--- src/rtl/tick_stopwatch_bcd_if.sv ---
// Control inputs and BCD display outputs of the tick-driven stopwatch.
// The controller (master) drives ticks and commands; the stopwatch (slave) returns digits and status.
interface tick_stopwatch_bcd_if;
  logic       tick;
  logic       start;
  logic       stop;
  logic       clr;
  logic       up;
  logic [3:0] d3;
  logic [3:0] d2;
  logic [3:0] d1;
  logic [3:0] d0;
  logic       running;
  logic       wrap;
  logic       dbg_state;

  // Inputs are plain level/pulse controls with no handshake: tick is a one-clk
  // enable and is consumed in the cycle it is high, with no back-pressure.
  modport master (
    output tick, start, stop, clr, up,
    input  d3, d2, d1, d0, running, wrap, dbg_state
  );

  modport slave (
    input  tick, start, stop, clr, up,
    output d3, d2, d1, d0, running, wrap, dbg_state
  );
endinterface

--- src/rtl/tick_stopwatch_bcd.sv ---
// BCD stopwatch M:SS.T advanced by 0.1 s ticks, with start/stop, clear and up/down counting.
// All outputs are registered; dbg_state mirrors the FSM state register.
module tick_stopwatch_bcd #(
  parameter int unsigned MAX_MIN = 9
) (
  input  logic                  clk,
  input  logic                  reset,
  tick_stopwatch_bcd_if.slave   bus
);

  typedef enum logic {
    ST_STOP = 1'b0,
    ST_RUN  = 1'b1
  } state_e;

  localparam logic [3:0] MAX_D3 = 4'(MAX_MIN);

  state_e     state_q, state_d;
  logic [3:0] d3_q, d3_d;
  logic [3:0] d2_q, d2_d;
  logic [3:0] d1_q, d1_d;
  logic [3:0] d0_q, d0_d;
  logic       wrap_q, wrap_d;
  logic       count_en;

  always_comb begin
    state_d = state_q;
    case (state_q)
      ST_STOP: if (bus.start && !bus.stop) state_d = ST_RUN;
      ST_RUN:  if (bus.stop)               state_d = ST_STOP;
      default: state_d = ST_STOP;
    endcase
  end

  // Only a tick seen while already in RUN counts, so the start cycle never counts.
  assign count_en = bus.tick && (state_q == ST_RUN);

  always_comb begin
    d3_d   = d3_q;
    d2_d   = d2_q;
    d1_d   = d1_q;
    d0_d   = d0_q;
    wrap_d = 1'b0;
    if (bus.clr) begin
      d3_d = 4'd0;
      d2_d = 4'd0;
      d1_d = 4'd0;
      d0_d = 4'd0;
    end else if (count_en) begin
      if (bus.up) begin
        if (d0_q != 4'd9) d0_d = d0_q + 4'd1;
        else begin
          d0_d = 4'd0;
          if (d1_q != 4'd9) d1_d = d1_q + 4'd1;
          else begin
            d1_d = 4'd0;
            if (d2_q != 4'd5) d2_d = d2_q + 4'd1;
            else begin
              d2_d = 4'd0;
              if (d3_q != MAX_D3) d3_d = d3_q + 4'd1;
              else begin
                d3_d   = 4'd0;
                wrap_d = 1'b1;
              end
            end
          end
        end
      end else begin
        if (d0_q != 4'd0) d0_d = d0_q - 4'd1;
        else begin
          d0_d = 4'd9;
          if (d1_q != 4'd0) d1_d = d1_q - 4'd1;
          else begin
            d1_d = 4'd9;
            if (d2_q != 4'd0) d2_d = d2_q - 4'd1;
            else begin
              d2_d = 4'd5;
              if (d3_q != 4'd0) d3_d = d3_q - 4'd1;
              else begin
                d3_d   = MAX_D3;
                wrap_d = 1'b1;
              end
            end
          end
        end
      end
    end
  end

  always_ff @(posedge clk) begin
    if (!reset) begin
      state_q <= ST_STOP;
      d3_q    <= 4'd0;
      d2_q    <= 4'd0;
      d1_q    <= 4'd0;
      d0_q    <= 4'd0;
      wrap_q  <= 1'b0;
    end else begin
      state_q <= state_d;
      d3_q    <= d3_d;
      d2_q    <= d2_d;
      d1_q    <= d1_d;
      d0_q    <= d0_d;
      wrap_q  <= wrap_d;
    end
  end

  assign bus.d3        = d3_q;
  assign bus.d2        = d2_q;
  assign bus.d1        = d1_q;
  assign bus.d0        = d0_q;
  assign bus.wrap      = wrap_q;
  assign bus.running   = (state_q == ST_RUN);
  assign bus.dbg_state = state_q;

endmodule

--- src/flat_wrapper.sv ---
// flat-port wrapper written by rule: the top's interface ports become plain ports
module tick_stopwatch_bcd_flat 
#(
  parameter int unsigned MAX_MIN = 9
)
  (clk, reset, bus_tick, bus_start, bus_stop, bus_clr, bus_up, bus_d3, bus_d2, bus_d1, bus_d0, bus_running, bus_wrap, bus_dbg_state);
  tick_stopwatch_bcd_if bus_i ();
  input  logic clk;
  input  logic reset;
  input wire logic [$bits(bus_i.tick)-1:0] bus_tick;
  input wire logic [$bits(bus_i.start)-1:0] bus_start;
  input wire logic [$bits(bus_i.stop)-1:0] bus_stop;
  input wire logic [$bits(bus_i.clr)-1:0] bus_clr;
  input wire logic [$bits(bus_i.up)-1:0] bus_up;
  output wire logic [$bits(bus_i.d3)-1:0] bus_d3;
  output wire logic [$bits(bus_i.d2)-1:0] bus_d2;
  output wire logic [$bits(bus_i.d1)-1:0] bus_d1;
  output wire logic [$bits(bus_i.d0)-1:0] bus_d0;
  output wire logic [$bits(bus_i.running)-1:0] bus_running;
  output wire logic [$bits(bus_i.wrap)-1:0] bus_wrap;
  output wire logic [$bits(bus_i.dbg_state)-1:0] bus_dbg_state;
  assign bus_i.tick = bus_tick;
  assign bus_i.start = bus_start;
  assign bus_i.stop = bus_stop;
  assign bus_i.clr = bus_clr;
  assign bus_i.up = bus_up;
  assign bus_d3 = bus_i.d3;
  assign bus_d2 = bus_i.d2;
  assign bus_d1 = bus_i.d1;
  assign bus_d0 = bus_i.d0;
  assign bus_running = bus_i.running;
  assign bus_wrap = bus_i.wrap;
  assign bus_dbg_state = bus_i.dbg_state;
  tick_stopwatch_bcd #(.MAX_MIN(MAX_MIN)) u_core (.clk(clk), .reset(reset), .bus(bus_i));
endmodule
--- config.mk ---
export PLATFORM = sky130hd
export DESIGN_NAME = tick_stopwatch_bcd_flat
export DESIGN_NICKNAME = d
export VERILOG_FILES = /design/src/rtl/tick_stopwatch_bcd_if.sv /design/src/rtl/tick_stopwatch_bcd.sv /design/src/flat_wrapper.sv
export SDC_FILE = /design/constraint.sdc
export NUM_CORES = 1
export LEC_CHECK = 0
export ABC_AREA = 1
export CAP_MARGIN = 20
export CORE_ASPECT_RATIO = 0.6
export CORE_MARGIN = 1
export CORE_UTILIZATION = 45
export CTS_CLUSTER_DIAMETER = 60
export DETAILED_ROUTE_END_ITERATION = 10
export GPL_TIMING_DRIVEN = 0
export PLACE_DENSITY = 0.76
export SLEW_MARGIN = 20
export SYNTH_ARGS = -nofsm -noshare
export SYNTH_HDL_FRONTEND = slang
export SYNTH_SLANG_ARGS = --single-unit
--- constraint.sdc ---
create_clock -name clk -period 2.3 [get_ports clk]
set_clock_uncertainty 0.05 [all_clocks]
set_input_delay 0.23 -clock clk [delete_from_list [all_inputs] [get_ports clk]]
set_output_delay 0.23 -clock clk [all_outputs]
set_load 0.02 [all_outputs]
Yosys cells after proc, flatten, opt, wreduce, memory -nomap -nowiden
Index checks and enable logic that the tools add are counted.
{ "op_classes": {"n_addsub": 8, "eq_ne": 10, "mux": 36, "bitwise_logic": 3, "reduce_logical": 12} }
{ "op_table": {"columns": ["op", "count"], "rows": [
  ["$mux W4", 24],
  ["$add A4 B1 Y4 const B", 4],
  ["$reduce_bool A4 Y1", 4],
  ["$sub A4 B1 Y4 const B", 4],
  ["$ne A2 B2 Y1 const B", 6],
  ["$ne A4 B4 Y1 const B", 3],
  ["$mux W1", 11],
  ["$reduce_and A7 Y1", 1],
  ["$reduce_and A5 Y1", 1],
  ["$ne A4 B3 Y1 const B", 1],
  ["$not A1 Y1", 3],
  ["$reduce_and A3 Y1", 1],
  ["$reduce_or A3 Y1", 1],
  ["$logic_and A1 B1 Y1", 2],
  ["$pmux W1 S2", 1],
  ["$reduce_or A2 Y1", 1],
  ["$logic_not A1 Y1", 1]
]} }
{ "totals": {"reg_bits": 18, "output_inout_bits": 19, "elab_cells": 75} }

Logic depth before layout (Yosys ltp)
Gate-level depths: netlist (run 1).
{ "logic_depth": {"ltp_word": 6, "ltp_mapped": 10, "mapped_depth_nobuf": 10} }

Worst setup path before layout (run 1)
Ideal clock, no wire load.
{ "synth_timing": {"path_kind": "reg2reg", "start": "register u_core.state_q, in the netlist u_core.bus.dbg_state", "end": "register u_core.d3_q[3], in the netlist u_core.bus.d3[3]", "setup_ns": 0.113, "arrival_time_ns": 1.215, "required_time_ns": 2.137, "setup_slack_ns": 0.922, "stages_incl_launch_ff": 8, "path_buffers": 0, "period_less_slack_ns": 1.378, "cell_sequence": "dfxtp_1 -> nand2_1 -> inv_2 -> nand2_2 -> nor2_8 -> nand3_4 -> nor2_1 -> nor2_1"} }
{ "synth_via": {"elab_chain_len": 2} }
{ "synth_lines": {"columns": ["item", "line_no", "rtl"], "rows": [
  ["start, declared", "tick_stopwatch_bcd.sv:18", "state_e state_q, state_d;"],
  ["start signal, assigned", "tick_stopwatch_bcd.sv:99", "state_q <= state_d;"],
  ["$logic_and A1 B1 Y1", "tick_stopwatch_bcd.sv:36", "assign count_en = bus.tick && (state_q == ST_RUN);"],
  ["$reduce_and A7 Y1 (no line)", null, null],
  ["end signal, assigned", "tick_stopwatch_bcd.sv:93", "d3_q <= 4'd0;"],
  ["end signal, assigned", "tick_stopwatch_bcd.sv:100", "d3_q <= d3_d;"],
  ["end, declared", "tick_stopwatch_bcd.sv:19", "logic [3:0] d3_q, d3_d;"]
]} }
No other way between the ends.
A chain may end at the register's enable or synchronous reset.

Worst setup path after layout (run 1)
{ "layout_timing": {"start": "register u_core.d3_q[3], in the netlist u_core.bus.d3[3]", "end": "output bus_d3[3]"} }
{ "layout_lines": {"columns": ["item", "line_no", "rtl"], "rows": [
  ["end, declared", "flat_wrapper.sv:15", "output wire logic [$bits(bus_i.d3)-1:0] bus_d3;"]
]} }
No word-level cell between the ends.

==> results of run 1 <==
==> through the flow <==
step | setup WS (ps) | cells | hold slack, ps | area (sq um) | utilization, %
after floorplan | 922 | 216 | 257 | 1260 | -
after detailed placement | 521 | 273 | 455 | 1550 | 60.2
after global placement | 494 | 273 | 445 | 1550 | 60.2
final | 626 | 277 | 457 | 1610 | 62.3
after CTS | 643 | 277 | 457 | 1610 | 62.3
after global routing | 560 | 277 | 450 | 1610 | 62.3
==> power breakdown <==
group          internal [uW]  total [uW]  switching [uW]
sequential               315         319            4.27
clock                    152         269             117
combinational           33.3        83.7            50.5
==> area by class of cell <==
class	count	area, sq um
Buffer	4	22.5
Timing Repair Buffer	25	250
Sequential cell	18	360
Multi-Input combinational cell	162	757
Clock buffer	4	55.1
Inverter	32	120
Fill cell	250	970
Tap cell	32	40.0
==> cells by family (layout without fill, tap and decap cells) <==
kind of cell	count (synthesis)	count (layout)	synth area share, %
xor gates and xnor gates	2	2	1.39
AOI/OAI and AO/OA	39	39	16.0
and+or+nand+nor	121	121	42.7
buffers and inverters	36	65	11.3
DFF	18	18	28.6
==> state kept, by name (all words and copies together), names as in the netlist <==
name                  flops
u_core.bus.dbg_state      1
u_core.bus.d2             4
u_core.bus.d0             4
u_core.bus.d3             4
u_core.bus.wrap           1
u_core.bus.d1             4
==> cell usage after synthesis <==
cell	count
a21oi_1	14
buf_2	3
buf_4	1
dfxtp_1	18
inv_1	27
inv_2	5
nand2_1	47
nand2_2	4
nand3_1	14
nand3_4	1
nand4_1	4
nor2_1	41
nor2_2	4
nor2_8	1
nor3_1	5
o211ai_1	2
o21ai_0	20
o21ai_1	2
o22ai_1	1
xor2_1	2
==> final timing paths <==
kind / start / cells after the start / slack (ps) / end
min: bus_stop / 2 / 460 / u_core.bus.dbg_state
max: u_core.bus.d3[3] / 1 / 630 / bus_d3[3]
min reg2reg: u_core.bus.d1[0] / 2 / 460 / u_core.bus.d1[0]
max reg2reg: u_core.bus.d0[1] / 6 / 810 / u_core.bus.d1[0]
==> layer usage <==
metal / up-vias / global-route usage (%) / share of wire [%]
met2: 76 / 30.3 / 37
met4: 0 / 6.40 / 0.53
met5: - / 0 / 0
met1: 604 / 34.8 / 54
met3: 4 / 6.18 / 8.3
li1: 753 / - / -
==> metrics, run 1 <==
max cap viols 0; post-layout min period 1670 ps; initial cell density of the core 48.9%; fin nets 253; # rows 14; share of cells above drive strength 1 9.39%; Peak VDD IR 259 uV; CP Data Required Time 2020 ps; Clock Sinks 18; initial antenna violation count 0; routed vias/inst 5.19; CP Class flop to output port; vias in the first global route 1175; DR iter-0 viols 204; CTS tree done; gr usage total 22.8%; port bufs 25; cells along the critical path clkdlybuf4s50_1; commonest non-fill, non-tap cell in the layout nand2_1; die width 70.3 um; Placer Congestion 0.890; Leakage 0.000745 uW; Final Hold Viols 0; Synth Cell Area 1260 sq um; most frequent cells in the layout nand2_1, nor2_1, inv_1; WL per Instance 11.6 um; Root Driver clkbuf_8; FMAX 597 MHz; pwr dens 419 nW/um^2; DP Wirelength 2.27 mm; clk_lat worst skew 260 ps; CP startpoint kind flop; antenna diode count 0; Synth top area share 28.6%; clock buffer depth 2; Post-CTS Hold Buffers 0; total power 672 uW; fin. max-slew vios 0; Worst Setup End Kind output port; vias after detailed routing 1437; die footprint 3020 sq um; synthesis-to-layout area growth 27.4%; ANT nets after route 0; drt pass-1 iters 5; measured slew at the worst slew-check pin 415 ps; total CTS buffers 3; H-Tree Depth 1; Core Area 2570 sq um; sum of negative setup slack 0 ps; Yosys warnings 0; largest area contributor in the netlist dfxtp_1; die height 43.0 um; number of gates resized after cts 0; worst hold path class input pin to flop; CP max stage cell clkdlybuf4s50_1; setup violators final 0; CP Max Fanout 8; Post-route DRC 0; Clock transition at path regs 80 ps; gate family responsible for the most delay along the worst path buffers and inverters; first-pass GRT wire length 5.33 mm; Cell variety after synth 20; largest net degree at the start of global routing 11; synth top area cells dfxtp_1, nand2_1, nor2_1, inv_1, o21ai_0; post-synthesis sequential area ratio 28.6%; #FFs+latches synth 18; Mean Syn Cell Area 5.83 sq um; Syn Nets 223; outcome finished clean; IO Pins 26; synthesized netlist cell count 216; Critical Path AT 1390 ps; Max transition margin 72.2%; Crit path largest cell delay 660 ps; fin crit share 72.8%; Crit path buffers/inverters 1; Detailed Route WL 3.20 mm; RSZ-0062 raised after global routing no; Post-CTS Setup Inserts 0; grt total ovfl 0
Power figures use the tool's default switching activity.
==> run 2: changes to the inputs <==
- PLACE_DENSITY: 0.76 -> 0.78
- clock period: 2.3 -> 1.4 ns (I/O delays scaled with it)
==> metrics, run 2 (synthesis results as in run 1) <==
Crit path buffers/inverters 1 (unchanged); commonest non-fill, non-tap cell in the layout nand2_1; reg2reg path depth 10 (+4); Clock Sinks 18 (unchanged); max cap viols 0 (unchanged); most frequent cells in the layout nand2_1, nor2_1, inv_1; Final Hold Viols 0 (unchanged); CP Depth 1 (unchanged); Placer Congestion 0.870 (-2.3%); CP Class flop to output port; cells along the critical path clkdlybuf4s50_1; Crit path largest cell delay 590 ps (-70 ps); fin nets 262 (+3.6%); measured slew at the worst slew-check pin 314 ps (-101 ps); worst hold path class input pin to flop; Detailed Route WL 3.45 mm (+7.9%); initial cell density of the core 48.9% (unchanged); Top Metal Used met4; WL met3 307 um (+16%); grt total ovfl 0 (unchanged); WL met1 1.66 mm (-4.3%); Final Non-Filler Cells 286 (+3.2%); CP startpoint kind flop; clk_lat worst skew 270 ps (about the same); hold_ws 362 ps (-94.9 ps); Clock transition at path regs 70 ps (about the same); # rows 14 (unchanged); pwr dens 637 nW/um^2 (+52%); total CTS buffers 3 (unchanged); gate family responsible for the most delay along the worst path buffers and inverters; synthesis-to-layout area growth 39.5%; routed vias/inst 5.23 (+0.83%); fin crit share 96.3%; largest net degree at the start of global routing 11 (unchanged); share of cells above drive strength 1 24.0% (+15 points); Core Area 2570 sq um (unchanged); post-layout min period 1350 ps; met2 wire length 1.47 mm (+24%); Worst Setup End Kind output port; setup violators final 0 (unchanged); port bufs 25 (unchanged); gr usage total 22.4% (-0.36 points); Max transition margin 79.1% (+6.8 points); CP Data Required Time 1210 ps (-810 ps); die footprint 3020 sq um (unchanged); FMAX 741 MHz; Post-route DRC 0 (unchanged); ANT nets after route 0 (unchanged); CP max stage cell clkdlybuf4s50_1; drt pass-1 iters 5 (unchanged); RSZ-0062 raised after global routing yes; Root Driver clkbuf_8; antenna diode count 0 (unchanged); Inst Count DP 273 (unchanged); Leakage 0.000896 uW (+20%); CP Max Fanout 1 (-7); DR iter-0 viols 176 (-14%); first-pass GRT wire length 5.35 mm (+0.53%); CTS tree done; initial antenna violation count 0 (unchanged); WL per Instance 12.1 um (+4.5%); die height 43.0 um (unchanged); DP Wirelength 2.27 mm (about the same); IO Pins 26 (unchanged); fin. max-slew vios 0 (unchanged); Peak VDD IR 392 uV (+51%); Critical Path AT 1160 ps (-230 ps); clock buffer depth 2 (unchanged); vias in the first global route 1177 (+0.17%); H-Tree Depth 1 (unchanged); hold depth 2 (unchanged); vias after detailed routing 1496 (+4.1%); outcome finished clean; die width 70.3 um (unchanged)
run 2: changes by cell type in the layout (fill, tap and decap cells not counted), sizes merged:
| cell | change |
|---|---|
| dlygate4sd2 | +19 |
| buf | +9 |
| clkdlybuf4s50 | -19 |
run 2: area by class of cell:
cell class / instances / area, sq um
plain buffers: 4 / 22.5
clock buffers: 4 / 55.1
fillers: 223 / 817
inverters: 32 / 125
multi-input cells: 162 / 832
flip-flops and latches: 18 / 389
well taps: 32 / 40.0
repair buffers: 34 / 294
run 2: power by group:
| group | switching, uW | internal (uW) |
|---|---|---|
| sequential | 9.03 | 508 |
| clock | 201 | 251 |
| combinational | 89.6 | 61.1 |
| total | 300 | 819 |
run 2: worst paths after layout:
check                                           from              endpoint  slack (ps)
worst max-delay path                 u_core.bus.wrap              bus_wrap          50
worst max register to register      u_core.bus.d1[3]      u_core.bus.d3[2]          50
worst min-delay path                        bus_stop  u_core.bus.dbg_state         360
worst min register to register  u_core.bus.dbg_state  u_core.bus.dbg_state         460
run 2: what timing repair did:
| action | 4_1_cts | 5_1_grt |
|---|---|---|
| setup buffers | 2 | 7 |
| gates resized for setup | 26 | 38 |
| endpoints found under the setup margin | 25 | 13 |
| hold buffers | 0 | 0 |
| pin swaps | 2 | 12 |
run 2: metal layers:
metal | track usage (%) | vias to the layer above
met3 | 5.70 | 4
met5 | 0 | -
met1 | 34.4 | 642
met2 | 29.9 | 80
met4 | 6.40 | 0
li1 | - | 770
run 2: per-stage QoR:
stage	utilization (%)	setup TNS [ps]	power, uW	worst slack (ps)	cell area (sq um)
CTS	62.3	0	1130	2.15	1610
finish	68.3	0	1120	51.2	1760
global route	68.3	-220	1170	-52.6	1760
detailed placement	60.2	-3880	670	-312	1550
floorplan	-	0	620	22.2	1260
global placement	60.2	-3790	669	-301	1550
==> run 3: changes to the inputs <==
- CTS_CLUSTER_DIAMETER: 60 -> unset
==> results of run 3 <==
The final DEF is identical to that of run 2; final timing and power are the same.
